--- src/rtl/key_sync_edge_counter.sv ---
// Key input front end: a two-flop synchronizer, then a registered edge detector,
// plus the debounce interval counter with wrap at CNT_MAX and a terminal-count flag.
module key_sync_edge_counter #(
    parameter int CNT_W   = 20,
    parameter int CNT_MAX = 999_999
) (
    input  logic             clk,
    input  logic             rst_n,
    input  logic             key_in,
    output logic             key,
    output logic             neg,
    output logic             pos,
    input  logic             cnt_en,
    input  logic             aclr,
    output logic [CNT_W-1:0] q,
    output logic             cout
);

    localparam logic [CNT_W-1:0] MAX_VAL = CNT_W'(CNT_MAX);
    localparam logic [CNT_W-1:0] ONE     = CNT_W'(1);

    logic [1:0]       sync_reg;   // [0] = s0, [1] = s1
    logic [1:0]       edge_reg;   // [0] = d0, [1] = d1
    logic [CNT_W-1:0] q_reg;
    logic             clr_n;

    // Both chains reset to the idle (released) key level, so no edge is seen out of reset.
    always_ff @(posedge clk or negedge rst_n) begin
        if (!rst_n) begin
            sync_reg <= 2'b11;
            edge_reg <= 2'b11;
        end else begin
            sync_reg <= {sync_reg[0], key_in};
            edge_reg <= {edge_reg[0], sync_reg[1]};
        end
    end

    assign key = sync_reg[1];
    assign neg = edge_reg[1] & ~edge_reg[0];
    assign pos = ~edge_reg[1] & edge_reg[0];

    // aclr shares the asynchronous clear path with rst_n, so it wins over cnt_en
    // and clears q without waiting for a clock edge.
    assign clr_n = rst_n & ~aclr;

    always_ff @(posedge clk or negedge clr_n) begin
        if (!clr_n) begin
            q_reg <= '0;
        end else if (cnt_en) begin
            if (q_reg == MAX_VAL) begin
                q_reg <= '0;
            end else begin
                q_reg <= q_reg + ONE;
            end
        end
    end

    assign q    = q_reg;
    assign cout = cnt_en & (q_reg == MAX_VAL);

endmodule

--- config.mk ---
export PLATFORM = sky130hd
export DESIGN_NAME = key_sync_edge_counter
export DESIGN_NICKNAME = d
export VERILOG_FILES = /design/src/rtl/key_sync_edge_counter.sv
export SDC_FILE = /design/constraint.sdc
export NUM_CORES = 1
export LEC_CHECK = 0
export ABC_CLOCK_PERIOD_IN_PS = 1900
export CAP_MARGIN = 10
export CORE_MARGIN = 2
export CORE_UTILIZATION = 47
export CTS_CLUSTER_DIAMETER = 100
export DETAILED_ROUTE_END_ITERATION = 12
export GPL_TIMING_DRIVEN = 0
export PLACE_DENSITY = 0.86
export SETUP_SLACK_MARGIN = 0.2
export SYNTH_ARGS = -nofsm -noshare
export SYNTH_HDL_FRONTEND = slang
export SYNTH_SLANG_ARGS = --single-unit
--- constraint.sdc ---
create_clock -name clk -period 1.9 [get_ports clk]
set_clock_uncertainty 0.05 [all_clocks]
set_input_delay 0.19 -clock clk [delete_from_list [all_inputs] [get_ports clk]]
set_output_delay 0.19 -clock clk [all_outputs]
set_load 0.005 [all_outputs]
==> results_dict.tcl, run 1 <==
set metrics [dict create \
    place_congestion 0.837 \
    yosysWarnings 0 \
    ys_async_sr_fraction 1.00 \
    max_freq_mhz 517 \
    finalCritPeriodShare 1.02 \
    drtIter0Drc 24 \
    r2r_start "q[1]$_DFFE_PN0P_" \
    worst_slew_pin_slew_ns 0.350 \
    p_total_mw 1.48 \
    crit_chain "nor4bb_4 > nand4b_1 > nor2_4 > buf_2" \
    insertedDiodeCount 0 \
    dieWidth_um 53.2 \
    path_clk_slew_ns 0.15 \
    synth-simple-area-share 0.292 \
    cp.required_ns 1.66 \
    drc_errors 0 \
    layout_commonest_cell "clkdlybuf4s50_1" \
    avgSynthCellArea_um2 10.4 \
    worst_setup_path_start_kind "flip-flop" \
    dieArea_um2 2830 \
    grt_pass1_wl_um 5580 \
    timing.final.ws_setup_ns -0.0350 \
    path_depth 4 \
    syn-num-nets 115 \
    failed_checks "negative setup slack" \
    p_leak_nw 0.806 \
    portBuffers 28 \
    status "complete, but fails checks" \
    cts.sinks 24 \
    synth-edff-count 0 \
    synthAdderAreaFrac 0.0110 \
    ios 29 \
    arrival_ns 1.70 \
    grt_pass1_vias 1219 \
    holdCritPathClass "in2async" \
    synth_xor_area_frac 0.108 \
    largest_reg_flops 20 \
    maxSlewViolCount 0 \
    slowest_delay_ns 0.45 \
    cts_buffers 3 \
    drtAntennaViolNets 0 \
    grtUsageTotal 0.275 \
    crit_fanout 2 \
    layout-drive-gt1-share 0.410 \
    fp.coreArea_um2 2250 \
    clk_path_buf_depth 2 \
    r2r_cells 6 \
    crit_start "q[12]$_DFFE_PN0P_" \
    cts-root-buf "clkbuf_4" \
    vdd_ir_drop_max_mv 0.785 \
    viasPerCell 6.03 \
    placement_rows 17 \
    insertion_delay_ns 0.33 \
    post_drt_wl_per_cell_um 19.7 \
    wirelength_um 3830 \
    ys.flop_type "dfrtp_1" \
    ys_seq_elements 24 \
    path_class "reg2out" \
    crit_buf_inv 1 \
    cts.hold.buffers_added 0 \
    cpLargestDelayFamily "simple AND/OR/NAND/NOR gates" \
    final_util 0.829 \
    drt_pre_antenna_iters 4 \
    mostFrequentLayoutCells "23 x clkdlybuf4s50_1, 18 x buf_4, 10 x nand2_1, 10 x dfrtp_1, 10 x dfrtp_2" \
    powerDensity_nw_per_um2 789 \
    h-tree-depth 1 \
    die_h_um 53.2 \
    place_hpwl_um 1890 \
    syn_inst 109 \
    final_nets 173 \
    antenna_found_initial 0 \
    grt.overflow.total 0 \
    synthMuxAreaShare 0 \
    initial_core_util 0.504 \
    holdWs_ns 0.0482 \
    via_count 1170 \
    max_slew_margin 0.764 \
    synth_compound_area_frac 0.0452 \
    cts_tree "yes" \
    setup_viol 1 \
    crit_path_end_kind "output port" \
    period_needed_ns 1.94 \
    synth_top_family_by_area "simple AND/OR/NAND/NOR gates" \
    crit_slowest_cell "dfrtp_2" \
    ys_seq_area_frac 0.533 \
    finalHoldViolations 0 \
    rsz0062_at_grt "true" \
    grt_max_degree 19 \
    maxCapViolCount 0 \
    area_growth_pct 64.5 \
    netlist_area_um2 1140 \
    ys_types 29 \
]
## report_power, final
group          internal [mW]  total, mW  switching, mW
Sequential             0.579      0.683          0.104
Combinational          0.242      0.401          0.160
Clock                  0.213      0.391          0.178
## worst register-to-register path: stages, from the launching register on
cell and delay [ns]:
dfrtp_1 0.45, buf_6 0.12, buf_6 0.10, nand3_2 0.09, or3_4 0.43, or4_4 0.43
a21oi_2 0.16
## cells by family (layout without fill, tap and decap cells)
group / count (synthesis) / in the layout
simple gates: 58 / 58
compound gates: 9 / 9
fa+ha+maj: 1 / 1
xor+xnor: 14 / 14
flops: 24 / 24
buf+inv: 3 / 60
## through the flow
step / TNS [ns] / instance area [um^2] / setup slack, ns / cells
CTS: 0 / 1730 / 0.0388 / 191
finish: -0.0350 / 1870 / -0.0350 / 194
global route: -0.0706 / 1870 / -0.0508 / 194
global placement: -12.51 / 1460 / -0.666 / 165
floorplan: 0 / 1140 / 0.200 / 109
detailed placement: -2.12 / 1480 / -0.724 / 166
## cell usage after synthesis, types with 2 or more instances
cell | n | area share
nand2_1 | 10 | 0.033
nor2_1 | 11 | 0.036
xnor2_1 | 6 | 0.046
xor2_1 | 8 | 0.062
nand2b_1 | 2 | 0.011
or4_1 | 4 | 0.026
nand3_1 | 5 | 0.022
o21ai_0 | 2 | 0.0088
dfstp_2 | 4 | 0.093
nand4_2 | 2 | 0.022
o31ai_1 | 2 | 0.013
dfrtp_1 | 20 | 0.44
nand4_1 | 6 | 0.033
inv_1 | 2 | 0.0066
a21oi_1 | 3 | 0.013
nor2b_1 | 3 | 0.017
nor3_1 | 5 | 0.022
nor4_1 | 2 | 0.011
or3_1 | 2 | 0.011
## timing repair
| action | 4_1_cts | 5_1_grt |
|---|---|---|
| gates resized for setup | 22 | 27 |
| gates cloned | 0 | 0 |
| pin swaps | 4 | 9 |
| setup endpoints to repair | 11 | 13 |
| hold endpoints to repair | 0 | 0 |
| setup buffers | 21 | 3 |
## layout make-up
type | count | area, um^2
Multi-Input combinational cell | 82 | 652
Sequential cell | 24 | 618
Timing Repair Buffer | 53 | 499
Fill cell | 140 | 385
Tap cell | 28 | 35.0
Clock inverter | 1 | 30.0
Clock buffer | 3 | 22.5
Inverter | 2 | 7.51
Buffer | 1 | 5.00
## worst paths after layout
| check | endpoint | slack, ns |
|---|---|---|
| setup reg to reg | q[19]$_DFFE_PN0P_ | 0.01 |
| hold / removal | q[16]$_DFFE_PN0P_ | 0.05 |
| hold reg to reg | sync_reg[1]$_DFF_PN1_ | 0.32 |
| max in group asynchronous | q[9]$_DFFE_PN0P_ | 1.11 |
| setup / recovery | cout | -0.04 |
| min in group clk | sync_reg[0]$_DFF_PN1_ | 0.20 |
## routing by layer
layer	wire length, um	vias up	share of wire	global-route usage
li1	-	504	-	-
met1	1430	587	0.37	0.333
met2	2040	67	0.53	0.469
met3	241	12	0.063	0.0537
met4	112	0	0.029	0.124
met5	0	-	0	0
No activity file was read; power rests on OpenSTA's default activity.
==> run 2: changes to the inputs <==
Settings changed: CORE_MARGIN 2 to 10.
==> run 2 against run 1 <==
Effect of this change:
- the flow now finishes without violations
- die area increased by 69%
- first-iteration DRC count increased to 3.5 times the previous value
- hold slack improved by 0.098 ns
- wire length decreased by 8.2%
- sequential share of layout area increased by 1.4 points
- global-route usage decreased by 14 points
==> results_dict.tcl, run 2 (synthesis results as in run 1) <==
set metrics [dict create \
    ios 29 \
    powerDensity_nw_per_um2 691 \
    p_total_mw 1.24 \
    drtIter0Drc 83 \
    p_leak_nw 0.765 \
    dieArea_um2 4780 \
    final_util 0.798 \
    layout-drive-gt1-share 0.395 \
    holdCritPathClass "in2async" \
    die_h_um 69.2 \
    setup_tns_ns 0 \
    maxSlewViolCount 0 \
    cts_tree "yes" \
    grtUsageTotal 0.131 \
    largest_reg_flops 20 \
    place_hpwl_um 2060 \
    instances_no_fill 195 \
    post_drt_wl_per_cell_um 18.0 \
    area.sequential_um2 621 \
    rsz0062_at_grt "true" \
    finalHoldViolations 0 \
    dpl_cell_area_um2 1480 \
    cts.sinks 24 \
    r2r_cells 5 \
    initial_core_util 0.504 \
    drt_pre_antenna_iters 5 \
    status "finished clean" \
    fp.coreArea_um2 2250 \
    r2r_start "q[6]$_DFFE_PN0P_" \
    crit_path_end_kind "output port" \
    max_slew_margin 0.700 \
    clk_path_buf_depth 2 \
    r2r-end "q[17]$_DFFE_PN0P_" \
    drc_errors 0 \
    grt_pass1_vias 1107 \
    setup_viol 0 \
    worst_setup_path_start_kind "flip-flop" \
    dp_cells 166 \
    dieWidth_um 69.2 \
    cts-root-buf "clkbuf_4" \
    grt_max_degree 16 \
    finalCritPeriodShare 0.968 \
    period_needed_ns 1.84 \
    layout_commonest_cell "clkdlybuf4s50_1" \
    grt.overflow.total 0 \
    place_ws_ns -0.682 \
    ff2ff_setup_slack_ns 0.10 \
    antenna_found_initial 0 \
    place_congestion 0.870 \
    final_nets 174 \
    area_growth_pct 58.4 \
    arrival_ns 1.60 \
    vdd_ir_drop_max_mv 0.716 \
    max_freq_mhz 544 \
    path_class "reg2out" \
    crit_start "q[1]$_DFFE_PN0P_" \
    insertedDiodeCount 0 \
    drtAntennaViolNets 0 \
    cp.required_ns 1.66 \
    fillers 153 \
    h-tree-depth 1 \
    crit_fanout 3 \
    maxCapViolCount 0 \
    worst_slew_pin_slew_ns 0.446 \
    stdcell_area_um2 1800 \
    holdWs_ns 0.146 \
    multiInputGateArea_um2 619 \
    via_count 1126 \
    insertion_delay_ns 0.31 \
    cts_buffers 3 \
    wirelength_um 3510 \
    mostFrequentLayoutCells "25 x clkdlybuf4s50_1, 23 x buf_4, 12 x dfrtp_2" \
    grt_pass1_wl_um 5340 \
    viasPerCell 5.77 \
    portBuffers 28 \
    placement_rows 17 \
    timing.final.ws_setup_ns 0.0617 \
    path_clk_slew_ns 0.14 \
]
==> run 2: cell type report <==
| type | count | area share |
|---|---|---|
| flip-flops and latches | 24 | 0.345 |
| multi-input cells | 82 | 0.344 |
| repair buffers | 54 | 0.268 |
| well taps | 28 | 0.0195 |
| clock buffers | 4 | 0.0146 |
| plain buffers | 1 | 0.00417 |
| inverters | 2 | 0.00417 |
==> run 2: metal layers <==
metal / share of wire / global-route usage / up-vias
li1: - / - / 509
met1: 0.40 / 0.149 / 545
met2: 0.49 / 0.219 / 57
met3: 0.076 / 0.0428 / 15
met4: 0.029 / 0.0576 / 0
met5: 0 / 0 / -
==> run 2: worst max-delay path by stage <==
stage / slack, ns / cells past startpoint / end
2_1_floorplan: 0.20 / 5 / q[18]$_DFFE_PN0P_
3_3_place_gp: -0.66 / 6 / cout
3_5_place_dp: -0.68 / 6 / cout
4_1_cts: 0.06 / 4 / cout
5_1_grt: -0.008 / 4 / cout
6_report: 0.06 / 5 / cout
==> run 2: worst max-delay path, stage by stage, from the launching register on <==
cell     delay, ns
dfrtp_1       0.40
ha_2          0.20
nand4_1       0.13
or2_4         0.29
nor2_4        0.13
buf_2         0.13
==> run 2: power by group <==
part / total, mW / internal (mW) / switching, mW
clock network: 0.231 / 0.0818 / 0.149
logic: 0.321 / 0.194 / 0.127
registers: 0.692 / 0.582 / 0.110
total: 1.24 / 0.858 / 0.386
==> run 2: repair_timing <==
item | in CTS | in global routing
setup endpoints to repair | 11 | 10
buffers inserted | 16 | 9
gates resized for setup | 19 | 19
pin swaps | 7 | 8
hold buffers | 0 | 0
==> patch: new RTL, settings of run 2 <==
Register the outputs `key`, `neg`, `pos` and `cout`, cleared by the reset; this adds one clock of latency there. The other outputs are not delayed to match.
--- a/src/rtl/key_sync_edge_counter.sv
+++ b/src/rtl/key_sync_edge_counter.sv
@@ -37,5 +37,2 @@
 
-    assign key = sync_reg[1];
-    assign neg = edge_reg[1] & ~edge_reg[0];
-    assign pos = ~edge_reg[1] & edge_reg[0];
 
@@ -58,3 +55,15 @@
     assign q    = q_reg;
-    assign cout = cnt_en & (q_reg == MAX_VAL);
+    always_ff @(posedge clk or negedge rst_n) begin
+        if (!rst_n) begin
+            key  <= '0;
+            neg  <= '0;
+            pos  <= '0;
+            cout <= '0;
+        end else begin
+            key  <= sync_reg[1];
+            neg  <= edge_reg[1] & ~edge_reg[0];
+            pos  <= ~edge_reg[1] & edge_reg[0];
+            cout <= cnt_en & (q_reg == MAX_VAL);
+        end
+    end
 
Behaviour: not the same (a bounded check fails within 4 cycles, from zero or initial values and one cycle with rst_n low).
==> patch against run 2 <==
Synthesized area rose by 8.8%. Worst setup slack gained 0.10 ns. Final area is 2.2% higher. Hold slack worse by 0.094 ns. Total power grew 23%. Utilization fell by 6.3 points. Clock power up 74%. Wire length down 3.0%. Critical path type is now reg -> reg. Sequential cell count grew 4.
==> patch: results (changes against run 2) <==
Run status
  – Status: finished clean

CTS
  – Clock transition at path regs: 0.16 ns (+0.02 ns)
  – Clock Latency Late Sink: 0.34 ns (+0.03 ns)

STA
  – Worst slew margin: 0.738 (+0.0381)
  – Fin crit share: 0.915 (-0.0527)

GRT
  – Global-route total usage across every layer: 0.131 (-0.000287)
  – Met1 usage: 0.141 (-0.00772)
  – Met3 Use GR: 0.0468 (+0.00404)
  – First-pass GRT wire length: 5.50 mm (+3.0%)

Critical path
  – CP max stage delay: 0.44 ns (+0.04 ns)
  – R2R Path End: q[18]
  – Worst EP arrival: 1.98 ns (+0.38 ns)
  – Crit path max fanout: 4 (+1)
  – Reg2Reg Setup Slack: 0.16 ns (+0.06 ns)

Finish
  – Layout net count: 173 (-0.57%)
  – NonClk Buf Share: 0.250 (-0.0228)
  – Fraction of layout cells with a size suffix above 1: 0.301 (-0.0940)
  – Area of the multi-input gates: 564 µm² (-8.9%)
  – # fillers: 160 (+4.6%)

Synthesis
  – Share of the synthesized area in the top cell type: 0.486 (+0.0453)
  – Net count of the mapped netlist: 119 (+3.5%)
  – Leading cell types by count after synthesis: dfrtp_1 (24), nor2_1 (11), nand2_1 (10)

Route
  – Pre-Repair DR Iteration Count: 4 (-1)
  – Routed met1 length: 1.27 mm (-9.9%)
  – Met3 WL: 325 µm (+21%)

Placement
  – Dpl hpwl: 2.06 mm (+0.38%)

Power
  – VDD IR max: 0.735 mV (+2.6%)
patch: where the power goes:
group          switching, W  internal (W)  total (W)
Combinational      0.000155      0.000235   0.000390
Clock              0.000188      0.000214   0.000402
Sequential        0.0000738      0.000667   0.000741
Total              0.000417       0.00112    0.00153
patch: stage by stage:
stage	cell area, µm²	TNS, ns	hold slack, ns	instances
5_1_grt	1840	0	0.0786	196
4_1_cts	1780	0	0.0609	193
3_3_place_gp	1560	-14.61	0.298	171
3_5_place_dp	1580	-3.05	0.299	172
2_1_floorplan	1240	0	-0.156	113
6_report	1840	0	0.0524	196
patch: what timing repair did:
action,in CTS,in global routing
buffers inserted,17,3
gates resized for setup,10,9
gates cloned,0,0
setup endpoints to repair,9,14
pin swaps,1,2
patch: kinds of logic after synthesis:
group | synth area share
simple gates | 0.268
flops | 0.571
xor+xnor | 0.0992
compound gates | 0.0415
buf+inv | 0.0101
fa+ha+maj | 0.0101
